--- src/rtl/cpu_io_pkg.sv ---
// Shared types and helpers for the buffered CPU I/O port.
//   hs_state_t : per-channel environment handshake states
//   rd_state_t : shared CPU read-sequencer states
//   chan_w()   : channel-index width, never narrower than one bit
package cpu_io_pkg;

    typedef enum logic {
        H_READY    = 1'b0,
        H_WAIT_LOW = 1'b1
    } hs_state_t;

    typedef enum logic {
        R_IDLE = 1'b0,
        R_WAIT = 1'b1
    } rd_state_t;

    function automatic int chan_w(input int channels);
        return (channels <= 2) ? 1 : $clog2(channels);
    endfunction

endpackage

--- src/rtl/io_fifo.sv ---
// Per-channel input FIFO.
//   i_clk, i_rst_n : clock, async active-low reset (empties the FIFO)
//   push, din      : write din when not full
//   pop            : drop the head word when not empty
//   full, empty    : occupancy flags
//   head           : oldest stored word (valid while !empty)
module io_fifo #(
    parameter int DATA_WIDTH = 16,
    parameter int DEPTH      = 4
) (
    input  logic                  i_clk,
    input  logic                  i_rst_n,
    input  logic                  push,
    input  logic                  pop,
    input  logic [DATA_WIDTH-1:0] din,
    output logic                  full,
    output logic                  empty,
    output logic [DATA_WIDTH-1:0] head
);
    localparam int AW = $clog2(DEPTH);

    logic [DATA_WIDTH-1:0] mem [DEPTH];
    // Extra MSB on each pointer tells a full ring from an empty one.
    logic [AW:0]           wr_ptr, rd_ptr;

    assign empty = (wr_ptr == rd_ptr);
    assign full  = (wr_ptr[AW] != rd_ptr[AW]) && (wr_ptr[AW-1:0] == rd_ptr[AW-1:0]);
    assign head  = mem[rd_ptr[AW-1:0]];

    always_ff @(posedge i_clk or negedge i_rst_n) begin
        if (!i_rst_n) begin
            wr_ptr <= '0;
            rd_ptr <= '0;
        end else begin
            if (push && !full)  wr_ptr <= wr_ptr + (AW+1)'(1);
            if (pop  && !empty) rd_ptr <= rd_ptr + (AW+1)'(1);
        end
    end

    // Storage needs no reset; the pointers define what is valid.
    always_ff @(posedge i_clk) begin
        if (push && !full) mem[wr_ptr[AW-1:0]] <= din;
    end

endmodule

--- src/rtl/cpu_io_port.sv ---
// Buffered CPU I/O port: CHANNELS input FIFOs fed by a four-phase
// status/control handshake, plus per-channel CPU-written output registers.
//   i_clk, i_rst_n          : clock, async active-low reset
//   i_rd_req, i_chan        : CPU read by channel; stalls via o_busy on empty FIFO
//   i_wr_req, i_wdata       : CPU write into o_out[i_chan], pulses o_out_stb
//   o_rdata, o_rd_valid     : read result and one-cycle completion pulse
//   o_busy                  : read pending on an empty channel
//   o_err                   : one-cycle pulse on access to channel >= CHANNELS
//   o_status, i_control     : per-channel ready / environment strobe
//   i_in, o_out             : packed per-channel data, channel c at [c*DATA_WIDTH +: DATA_WIDTH]
module cpu_io_port
    import cpu_io_pkg::*;
#(
    parameter  int DATA_WIDTH = 16,
    parameter  int CHANNELS   = 2,
    parameter  int DEPTH      = 4,
    localparam int CHAN_W     = chan_w(CHANNELS)
) (
    input  logic                           i_clk,
    input  logic                           i_rst_n,
    input  logic                           i_rd_req,
    input  logic                           i_wr_req,
    input  logic [CHAN_W-1:0]              i_chan,
    input  logic [DATA_WIDTH-1:0]          i_wdata,
    output logic [DATA_WIDTH-1:0]          o_rdata,
    output logic                           o_rd_valid,
    output logic                           o_busy,
    output logic                           o_err,
    output logic [CHANNELS-1:0]            o_status,
    input  logic [CHANNELS-1:0]            i_control,
    input  logic [CHANNELS*DATA_WIDTH-1:0] i_in,
    output logic [CHANNELS*DATA_WIDTH-1:0] o_out,
    output logic [CHANNELS-1:0]            o_out_stb
);
    logic [CHANNELS-1:0]                 push, pop, full, empty;
    logic [CHANNELS-1:0][DATA_WIDTH-1:0] head;

    rd_state_t         rs_q, rs_d;
    logic [CHAN_W-1:0] rchan_q, sel;
    logic              chan_ok, rd_bad, wr_bad, hit;

    assign chan_ok = int'(i_chan) < CHANNELS;
    assign rd_bad  = i_rd_req && (rs_q == R_IDLE) && !chan_ok;
    assign wr_bad  = i_wr_req && !chan_ok;
    assign o_busy  = (rs_q == R_WAIT);
    // While stalled the latched channel owns the read path.
    assign sel     = (rs_q == R_WAIT) ? rchan_q : i_chan;

    always_comb begin
        rs_d = rs_q;
        pop  = '0;
        hit  = 1'b0;
        case (rs_q)
            R_IDLE: if (i_rd_req && chan_ok) begin
                if (!empty[sel]) begin
                    hit      = 1'b1;
                    pop[sel] = 1'b1;
                end else begin
                    rs_d = R_WAIT;
                end
            end
            R_WAIT: if (!empty[sel]) begin
                hit      = 1'b1;
                pop[sel] = 1'b1;
                rs_d     = R_IDLE;
            end
            default: rs_d = R_IDLE;
        endcase
    end

    always_ff @(posedge i_clk or negedge i_rst_n) begin
        if (!i_rst_n) begin
            rs_q       <= R_IDLE;
            rchan_q    <= '0;
            o_rdata    <= '0;
            o_rd_valid <= 1'b0;
            o_err      <= 1'b0;
        end else begin
            rs_q <= rs_d;
            if (rs_q == R_IDLE && rs_d == R_WAIT) rchan_q <= i_chan;
            o_rd_valid <= hit || rd_bad;
            if (hit)         o_rdata <= head[sel];
            else if (rd_bad) o_rdata <= '0;
            // Bad read and bad write in one cycle still yield a single pulse.
            o_err <= rd_bad || wr_bad;
        end
    end

    for (genvar c = 0; c < CHANNELS; c++) begin : g_ch
        hs_state_t             hs_q, hs_d;
        logic                  st_q, stb_q, wr_hit;
        logic [DATA_WIDTH-1:0] out_q;

        // Accept only on a registered ready so a long strobe captures once.
        assign push[c] = (hs_q == H_READY) && st_q && i_control[c];
        assign wr_hit  = i_wr_req && (int'(i_chan) == c);

        always_comb begin
            hs_d = hs_q;
            case (hs_q)
                H_READY:    if (push[c])       hs_d = H_WAIT_LOW;
                H_WAIT_LOW: if (!i_control[c]) hs_d = H_READY;
                default:                       hs_d = H_READY;
            endcase
        end

        always_ff @(posedge i_clk or negedge i_rst_n) begin
            if (!i_rst_n) begin
                hs_q  <= H_READY;
                st_q  <= 1'b0;
                out_q <= '0;
                stb_q <= 1'b0;
            end else begin
                hs_q  <= hs_d;
                // A push leaves us in H_WAIT_LOW, so only a pop can change "full" here.
                st_q  <= (hs_d == H_READY) && !(full[c] && !pop[c]);
                stb_q <= wr_hit;
                if (wr_hit) out_q <= i_wdata;
            end
        end

        io_fifo #(.DATA_WIDTH(DATA_WIDTH), .DEPTH(DEPTH)) u_fifo (
            .i_clk  (i_clk),
            .i_rst_n(i_rst_n),
            .push   (push[c]),
            .pop    (pop[c]),
            .din    (i_in[c*DATA_WIDTH +: DATA_WIDTH]),
            .full   (full[c]),
            .empty  (empty[c]),
            .head   (head[c])
        );

        assign o_status[c]                       = st_q;
        assign o_out_stb[c]                      = stb_q;
        assign o_out[c*DATA_WIDTH +: DATA_WIDTH] = out_q;
    end

endmodule

--- config.mk ---
export PLATFORM = sky130hd
export DESIGN_NAME = cpu_io_port
export DESIGN_NICKNAME = d
export VERILOG_FILES = /design/src/rtl/cpu_io_pkg.sv /design/src/rtl/io_fifo.sv /design/src/rtl/cpu_io_port.sv
export SDC_FILE = /design/constraint.sdc
export NUM_CORES = 1
export LEC_CHECK = 0
export CAP_MARGIN = 20
export CORE_MARGIN = 1
export CORE_UTILIZATION = 40
export CTS_CLUSTER_SIZE = 30
export DETAILED_ROUTE_END_ITERATION = 6
export HOLD_SLACK_MARGIN = 0.06
export PLACE_DENSITY = 0.7
export SLEW_MARGIN = 20
export SYNTH_ARGS = -nofsm -noshare
export SYNTH_HDL_FRONTEND = slang
export SYNTH_SLANG_ARGS = --single-unit
--- constraint.sdc ---
create_clock -name i_clk -period 3.6 [get_ports i_clk]
set_input_delay 0.36 -clock i_clk [delete_from_list [all_inputs] [get_ports i_clk]]
set_output_delay 0.36 -clock i_clk [all_outputs]
set_load 0.02 [all_outputs]
Word-level counts from Yosys, hierarchy flattened:

Memory sizes are Yosys's and may differ from the RTL's.
Index checks and enable logic that the tools add are counted.

* flip-flop bits (word level): 69
* bits in writable memories: 128
* input bits: 55
* memories kept: 2

Memory list
* g_ch[0].u_fifo.mem: words 4, width 16, rd ports 1, clocked after Yosys merged registers in 0, wr ports 1, line io_fifo.sv:22 `logic [DATA_WIDTH-1:0] mem [DEPTH];`
* g_ch[1].u_fifo.mem: words 4, width 16, rd ports 1, clocked after Yosys merged registers in 0, wr ports 1, line io_fifo.sv:22

* $add $sub $neg: 4
* order comparisons: 2
* equality and inequality tests: 6
* muxes and demuxes: 26
* bitwise operators: 6
* reduce and logical (&&, ||, !) cells: 26

Operators by type and width (number)
* two-way mux 16 bit: 2
* logical AND 1 bit: 18
* two-way mux 1 bit: 16
* adder 3 x 1 -> 3 bit, second input constant: 4
* logical NOT 1 bit: 8
* case mux 1 bit (2 select lines): 4
* equality test 3 bit: 2
* NOT 1 bit: 6
* equality test 2 bit: 2
* two-way mux 2 bit: 2
* case mux 2 bit (2 select lines): 1
* < comparator 1 x 2 -> 1 bit, second input constant: 1
* inequality test 1 bit: 2
* demux 1 bit (select 1 bit): 1
* greater-or-equal comparator 1 bit, second input constant: 1

Logic depth before layout (Yosys ltp):

Gate-level depths: netlist of the first run.

* depth in word-level cells: 12
* mapped depth: 6

Cells and area by module:

A second synthesis of the first run with hierarchy kept.

* cells, all modules: 434
* area, all modules: 8151.6 um^2

By module, submodules not included
* io_fifo (g_ch[0].u_fifo): times used 1, cells each 135, area each 2830.2 um^2
* io_fifo (g_ch[1].u_fifo): times used 1, cells each 132, area each 2822.7 um^2
* cpu_io_port: times used 1, cells each 167, area each 2498.6 um^2

Least setup slack after synthesis of the first run:

Ideal clock, no wire load.

* path kind: register -> register
* from: register g_ch[0].u_fifo.rd_ptr[1]
* to: memory g_ch[0].u_fifo.mem[3][0], enable pin
* setup time: 375 ps
* arrival time: 1670 ps
* data required time: 3225 ps
* path slack: 1555 ps
* cell stages (with the launch flop): 5
* cell sequence: dfrtp_1 -> buf_4 -> xnor2_2 -> a311oi_2 -> and2_1

* longest elaborated chain between the ends: 6

Ends and longest elaborated chain
* from (decl): line io_fifo.sv:24 `logic [AW:0] wr_ptr, rd_ptr;`
* from (signal assigned): line io_fifo.sv:36 `if (pop && !empty) rd_ptr <= rd_ptr + (AW+1)'(1);`
* equality test 2 bit: line io_fifo.sv:27 `assign full = (wr_ptr[AW] != rd_ptr[AW]) && (wr_ptr[AW-1:0] == rd_ptr[AW-1:0]);`
* logical AND 1 bit: line io_fifo.sv:27
* logical NOT 1 bit: line io_fifo.sv:42 `if (push && !full) mem[wr_ptr[AW-1:0]] <= din;`
* logical AND 1 bit: line io_fifo.sv:42
* two-way mux 1 bit: line io_fifo.sv:42
* two-way mux 1 bit (implied by the code): line io_fifo.sv:42
* to (decl): line io_fifo.sv:22

No other way between the ends.

Worst setup path after layout of the first run:

* from: register g_ch[1].u_fifo.rd_ptr[1]
* to: memory g_ch[1].u_fifo.mem[3][4], enable pin

* longest elaborated chain between the ends: 6

Ends and longest elaborated chain (line)
* from (decl): io_fifo.sv:24
* from (signal assigned): io_fifo.sv:36
* equality test 2 bit: io_fifo.sv:27
* logical AND 1 bit: io_fifo.sv:27
* logical NOT 1 bit: io_fifo.sv:42
* logical AND 1 bit: io_fifo.sv:42
* two-way mux 1 bit: io_fifo.sv:42
* two-way mux 1 bit (implied by the code): io_fifo.sv:42
* to (decl): io_fifo.sv:22

No other way between the ends.

==> results of run 1 <==
[worst max-delay path, stage by stage, from the launching register on]
cell	delay (ns)
dfrtp_1	0.88
xnor2_2	0.25
a311oi_2	0.53
and2_1	0.79
[power by group]
part / switching [mW] / total (mW) / internal (mW) / leakage, nW
clock network: 0.855 / 1.91 / 1.06 / 0.292
logic: 1.19 / 2.43 / 1.24 / 1.33
registers: 0.324 / 3.19 / 2.86 / 1.98
total: 2.37 / 7.53 / 5.16 / 3.60
[repair_timing]
item / 4_1_cts / 5_1_grt
hold buffers: 1 / 0
hold endpoints to repair: 34 / 0
setup endpoints to repair: 0 / 0
[cell type report]
cell class	instances	area, µm²
repair buffers	114	1120
multi-input cells	197	2100
flip-flops and latches	197	5570
clock inverters	12	135
inverters	7	26.3
fillers	1525	9200
well taps	260	325
clock buffers	20	478
[cell families after synthesis]
group | after synthesis
multiplexers | 84
buffers and inverters | 26
flip-flops | 197
AO/OA/AOI/OAI | 15
AND/OR/NAND/NOR | 71
XOR/XNOR | 16
adder cells (fa/ha/maj) | 10
other | 1
[layout by cell type (no fill, tap or decap), types with 2 or more instances in the layout]
cell type and n:
ha_1 10, inv_1 7, clkbuf_8 2, clkbuf_16 18
edfxtp_1 128, o21a_1 2, mux4_2 32, clkinvlp_4 3
nor2_1 2, o21ai_0 4, xnor2_1 6, nand2_1 55
clkinv_4 2, clkdlybuf4s50_1 107, xnor2_2 4, a311oi_2 4
dfrtp_1 69, a21oi_1 2, a41oi_1 3, nand4_1 2
buf_4 5, inv_6 3, mux2_4 10, mux2_2 39
and2_1 8, inv_8 2, xor2_1 6, mux2_1 2
[worst paths after layout]
kind                                            end                      from  slack, ns  cells past startpoint
hold / removal                           o_rdata[1]                o_rdata[1]       0.51                      1
min in group asynchronous          g_ch[1].out_q[0]                   i_rst_n       0.52                      2
max in group asynchronous  g_ch[1].u_fifo.rd_ptr[1]                   i_rst_n       2.12                      3
setup reg to reg           g_ch[1].u_fifo.mem[3][4]  g_ch[1].u_fifo.rd_ptr[1]       0.76                      3
hold reg to reg                          o_rdata[1]                o_rdata[1]       0.51                      1
setup / recovery           g_ch[1].u_fifo.mem[3][4]  g_ch[1].u_fifo.rd_ptr[1]       0.76                      3
[flip-flops by register name, indices dropped and copies added, names as in the netlist]
name	flops
g_ch.u_fifo.mem	128
g_ch.out_q	32
o_rdata	16
g_ch.u_fifo.rd_ptr	6
g_ch.u_fifo.wr_ptr	6
g_ch.hs_q	2
g_ch.st_q	2
g_ch.stb_q	2
o_busy	1
o_rd_valid	1
rchan_q	1
[per-layer routing]
layer / vias to the layer above / track usage, % / share of wire, %
met5: - / 0 / 0
met4: 0 / 5.38 / 1.5
met3: 20 / 4.21 / 6.3
met2: 153 / 25.5 / 48
met1: 2040 / 20.1 / 44
li1: 1812 / - / -
==> summary.txt, run 1 <==
Worst setup path
  • Worst Path Required: 3.66 ns
  • Critical path peak fanout: 19
  • CP arrival: slightly below 3 ns
  • Startpoint types: flip-flop
  • Crit. End Element: flip-flop
  • WS Path Type: flip-flop to flip-flop

Logic synthesis
  • Most frequent cell after synthesis: edfxtp_1
  • Synth top cells by count: edfxtp_1, dfrtp_1, nand2_1
  • Area share of and/or/nand/nor cells after synthesis: under 10%
  • Synth unique cells: 31
  • Yosys reg bits: about 200
  • Post-synthesis xor/xnor area fraction: about 2.2%
  • Async SR Flop Fraction: 35.0%
  • Post-synthesis adder-cell area fraction: under 10%
  • Largest cells by area after synthesis: edfxtp_1, dfrtp_1, mux4_2, mux2_2, nand2_1
  • Most used flip-flop cell after synthesis: edfxtp_1
  • Post-synth EDFFs: about 130
  • Synthesized instance count: 420
  • Top-area cell type share of the netlist area: approximately half
  • Post-synthesis mux area share: 17.2%
  • Syn nets: between 400 and 500
  • Mapped cell area: ~7800 µm²
  • Synth warn: 0
  • Area leader, netlist: edfxtp_1
  • Compound-Gate Fraction of Synth Area: approximately 1.7%
  • Syn avg cell area: about 19 µm²
  • Post-synthesis sequential area ratio: 71.1%
  • Combinational family with the most area after synthesis: multiplexers

Route
  • DR pass1 iterations: 6
  • Avg Vias per Cell: 4.99
  • Routed wire length: ~15000 µm
  • Routed WL per cell: about 18 µm
  • DRT iter0 DRCs: 246
  • Via count: just over 4000
  • Drt drc: 0
  • Detail Route Antenna Nets: 0

Final layout
  • Share of cells above drive strength 1: between 20% and 30%
  • Final core occ: 51.5%
  • Final Instance Count excl. Fillers: 807
  • Synthesis-to-layout area growth: 24.5%
  • Diodes inserted: 0
  • Final nets: between 500 and 600
  • Fin area: between 9000 and 10000 µm²

Run status
  • Status: complete, no violations

GRT
  • Via count of the first global-routing pass: approximately 4300
  • Total GRT Usage: 15.6%
  • GRT overflow: 0
  • Initial antenna violation count: 0
  • Largest net degree at the start of global routing: 36
  • First-pass GRT wire length: ~23000 µm

STA
  • Setup violators final: 0
  • Slew @ Worst Pin: roughly 0.88 ns
  • FMAX: ~0.35 GHz
  • Relative slew slack: about two fifths
  • Worst hold margin: 0.506 ns
  • Final worst setup slack: ~0.76 ns
  • RSZ-0062 raised after global routing: no
  • Ratio of final minimum period to clock period: about four fifths
  • Sum of negative setup slack: 0 ns
  • Fin. max-slew vios: 0
  • Minimum clock period: about 2.8 ns
  • Skew final: around 0.011 ns
  • Final Hold Vio Count: 0

Placement
  • Port bufs: 108
  • Placed cell area: 9130 µm²
  • Post-DP HPWL: 10100 µm
  • Post-Place Cells: between 700 and 800
  • Placement Setup Slack: 0.752 ns
  • GP Congestion: 0.763

Clock tree
  • Clk pin slew, worst setup/hold paths: 0.07 ns
  • Clk root buf: clkbuf_16
  • CTS tree: yes
  • Post-CTS setup buffer count: 0
  • Clock buffer depth: 2
  • Skew-Pair Late Insertion Delay: 0.44 ns
  • # clock sinks: 197
  • Post-cts sizing count: 0
  • H-tree depth: 4
  • Total CTS buffers: 17

Power
  • PnR Total Power: approximately 7.5 mW
  • Max IR drop VDD: about 0.5 mV
  • PwrDens: 771 nW/µm²
  • Leakage: between 3 and 4 nW

Floorplan
  • Full die area: 20200 µm²
  • I/O pin cnt: 110
  • Die H: 142 µm
  • CORE AREA: between 15000 and 20000 µm²
  • Chip width: 142 µm
  • Cell row count: 50
  • Initial Utilization: ~41%

Run
  • Max-Cap Viols: 0

Hold path
  • Hold Path Class: flip-flop to flip-flop
Power figures use the tool's default switching activity.
==> inputs of run 2 (changes only) <==
==> constraint.sdc (replaced) <==
create_clock -name i_clk -period 2.95 [get_ports i_clk]
set_input_delay 0.295 -clock i_clk [delete_from_list [all_inputs] [get_ports i_clk]]
set_output_delay 0.295 -clock i_clk [all_outputs]
set_load 0.02 [all_outputs]
==> summary.txt, run 2 (synthesis results as in run 1) <==
Run status
  • Status: complete, no violations (unchanged)

Hold path
  • Hold Path Class: input port to flip-flop (was flip-flop to flip-flop)

Power
  • PwrDens: 932 nW/µm² (was 771 nW/µm²)
  • Leakage: 3.63 nW (was 3.60 nW)
  • PnR Total Power: 9.12 mW (was 7.53 mW)
  • Max IR drop VDD: 0.765 mV (was 0.513 mV)

Floorplan
  • Die H: 142 µm (unchanged)
  • Full die area: 20200 µm² (unchanged)
  • I/O pin cnt: 110 (unchanged)
  • CORE AREA: 19000 µm² (unchanged)
  • Initial Utilization: 41.3% (unchanged)
  • Chip width: 142 µm (unchanged)
  • Cell row count: 50 (unchanged)

Route
  • Detail Route Antenna Nets: 0 (unchanged)
  • DR pass1 iterations: 4 (was 6)
  • Routed WL per cell: 18.5 µm (was 18.1 µm)
  • Avg Vias per Cell: 4.95 (was 4.99)
  • DRT iter0 DRCs: 309 (was 246)
  • Routed wire length: 15200 µm (was 14600 µm)
  • Drt drc: 0 (unchanged)
  • Via count: 4047 (was 4025)

Clock tree
  • Skew-Pair Late Insertion Delay: 0.43 ns (was 0.44 ns)
  • Clk pin slew, worst setup/hold paths: 0.07 ns (about the same)
  • Post-cts sizing count: 0 (unchanged)
  • CTS tree: yes (unchanged)
  • Hold buffers post-CTS: 1 (unchanged)
  • Clock buffer depth: 2 (unchanged)
  • Clk root buf: clkbuf_16 (unchanged)
  • # clock sinks: 197 (unchanged)
  • Post-CTS setup buffer count: 0 (unchanged)
  • H-tree depth: 4 (unchanged)
  • Total CTS buffers: 17 (unchanged)

Worst setup path
  • Worst Path Required: 3.07 ns (was 3.66 ns)
  • Crit. End Element: flip-flop (unchanged)
  • Startpoint types: flip-flop (unchanged)
  • Critical path peak fanout: 16 (was 19)
  • Slowest CP cell: a311oi_2 (was dfrtp_1)
  • WS Path Type: flip-flop to flip-flop (unchanged)
  • Most used cell, CP: buf_4
  • CP arrival: 2.28 ns (was 2.89 ns)
  • Crit path cell chain: buf_4 > xnor2_2 > a311oi_2 > and2_1 > buf_4 (was xnor2_2 > a311oi_2 > and2_1)
  • Worst path top cell family by delay: compound AO/OA/AOI/OAI gates (was flip-flops)
  • Slowest Stage Delay on Critical Path: 0.56 ns (was 0.88 ns)
  • CP bufs+invs: 2 (was 0)

Final layout
  • Most frequent cells in the layout: edfxtp_1, clkdlybuf4s50_1, dfrtp_1 (unchanged)
  • Max FFs per register: 128 (unchanged)
  • Synthesis-to-layout area growth: 24.9% (was 24.5%)
  • Fin area: 9790 µm² (was 9760 µm²)
  • Most common cell after layout, fill and taps aside: edfxtp_1 (unchanged)
  • Share of cells above drive strength 1: 24.6% (was 23.8%)
  • Final nets: 609 (was 599)
  • Diodes inserted: 0 (unchanged)
  • Final Instance Count excl. Fillers: 817 (was 807)

Placement
  • GP Congestion: 0.774 (was 0.763)
  • Port bufs: 108 (unchanged)
  • Placement Setup Slack: 0.719 ns (was 0.752 ns)
  • Post-DP HPWL: 10400 µm (was 10100 µm)
  • Placed cell area: 9220 µm² (was 9130 µm²)
  • Post-Place Cells: 784 (was 774)

GRT
  • GRT overflow: 0 (unchanged)
  • First-pass GRT wire length: 23800 µm (was 23100 µm)
  • Largest net degree at the start of global routing: 37 (was 36)
  • Total GRT Usage: 16.1% (was 15.6%)
  • Via count of the first global-routing pass: 4410 (was 4290)
  • Initial antenna violation count: 0 (unchanged)

STA
  • Sum of negative setup slack: 0 ns (unchanged)
  • Setup violators final: 0 (unchanged)
  • Relative slew slack: 42.8% (was 41.1%)
  • FMAX: 0.462 GHz (was 0.353 GHz)
  • Skew final: 0.00978 ns (was 0.0107 ns)
  • Final Hold Vio Count: 0 (unchanged)
  • RSZ-0062 raised after global routing: no (unchanged)
  • Slew @ Worst Pin: 0.858 ns (was 0.883 ns)
  • Final worst setup slack: 0.785 ns (was 0.763 ns)
  • Ratio of final minimum period to clock period: 73.4% (was 78.8%)
  • Minimum clock period: 2.17 ns (was 2.84 ns)
  • Fin. max-slew vios: 0 (unchanged)

Run
  • Max-Cap Viols: 0 (unchanged)
run 2: changes by cell type in the layout (fill, tap and decap cells not counted), sizes merged:
cell	change
buf	+10
clkinv	+2
clkbuf	-2
run 2: worst paths after layout:
check	startpoint	to	slack, ns	depth (start not counted)
min in group asynchronous	i_rst_n	g_ch[0].out_q[0]	0.48	2
hold reg to reg	g_ch[0].out_q[10]	g_ch[0].out_q[10]	0.51	1
max in group asynchronous	i_rst_n	o_rdata[13]	1.80	3
hold / removal	i_control[1]	g_ch[1].hs_q	0.46	2
setup / recovery	g_ch[1].u_fifo.rd_ptr[0]	g_ch[1].u_fifo.mem[1][6]	0.78	5
setup reg to reg	g_ch[1].u_fifo.rd_ptr[0]	g_ch[1].u_fifo.mem[1][6]	0.78	5
run 2: final cells by class:
cell class	count	area, µm²
well taps	260	325
clock inverters	14	125
multi-input cells	197	2100
repair buffers	124	1210
clock buffers	18	429
inverters	7	26.3
fillers	1514	9170
flip-flops and latches	197	5570
run 2: power breakdown:
part           switching, mW  internal [mW]
registers              0.324           3.49
clock network           1.00           1.17
logic                   1.57           1.56
total                   2.90           6.22
run 2: per-layer routing:
| layer | part of all wire [%] | GRT usage [%] |
|---|---|---|
| met2 | 49 | 26.9 |
| met1 | 43 | 20.1 |
| met4 | 1.2 | 5.66 |
| met3 | 6.1 | 4.61 |
| met5 | 0 | 0 |
run 2: through the flow:
step                      util (%)  hold slack [ns]
final                         51.6            0.457
after global routing          51.6            0.463
after CTS                     51.6            0.437
after detailed placement      48.6            0.410
after global placement        48.6            0.394
after floorplan                  -        -0.000591
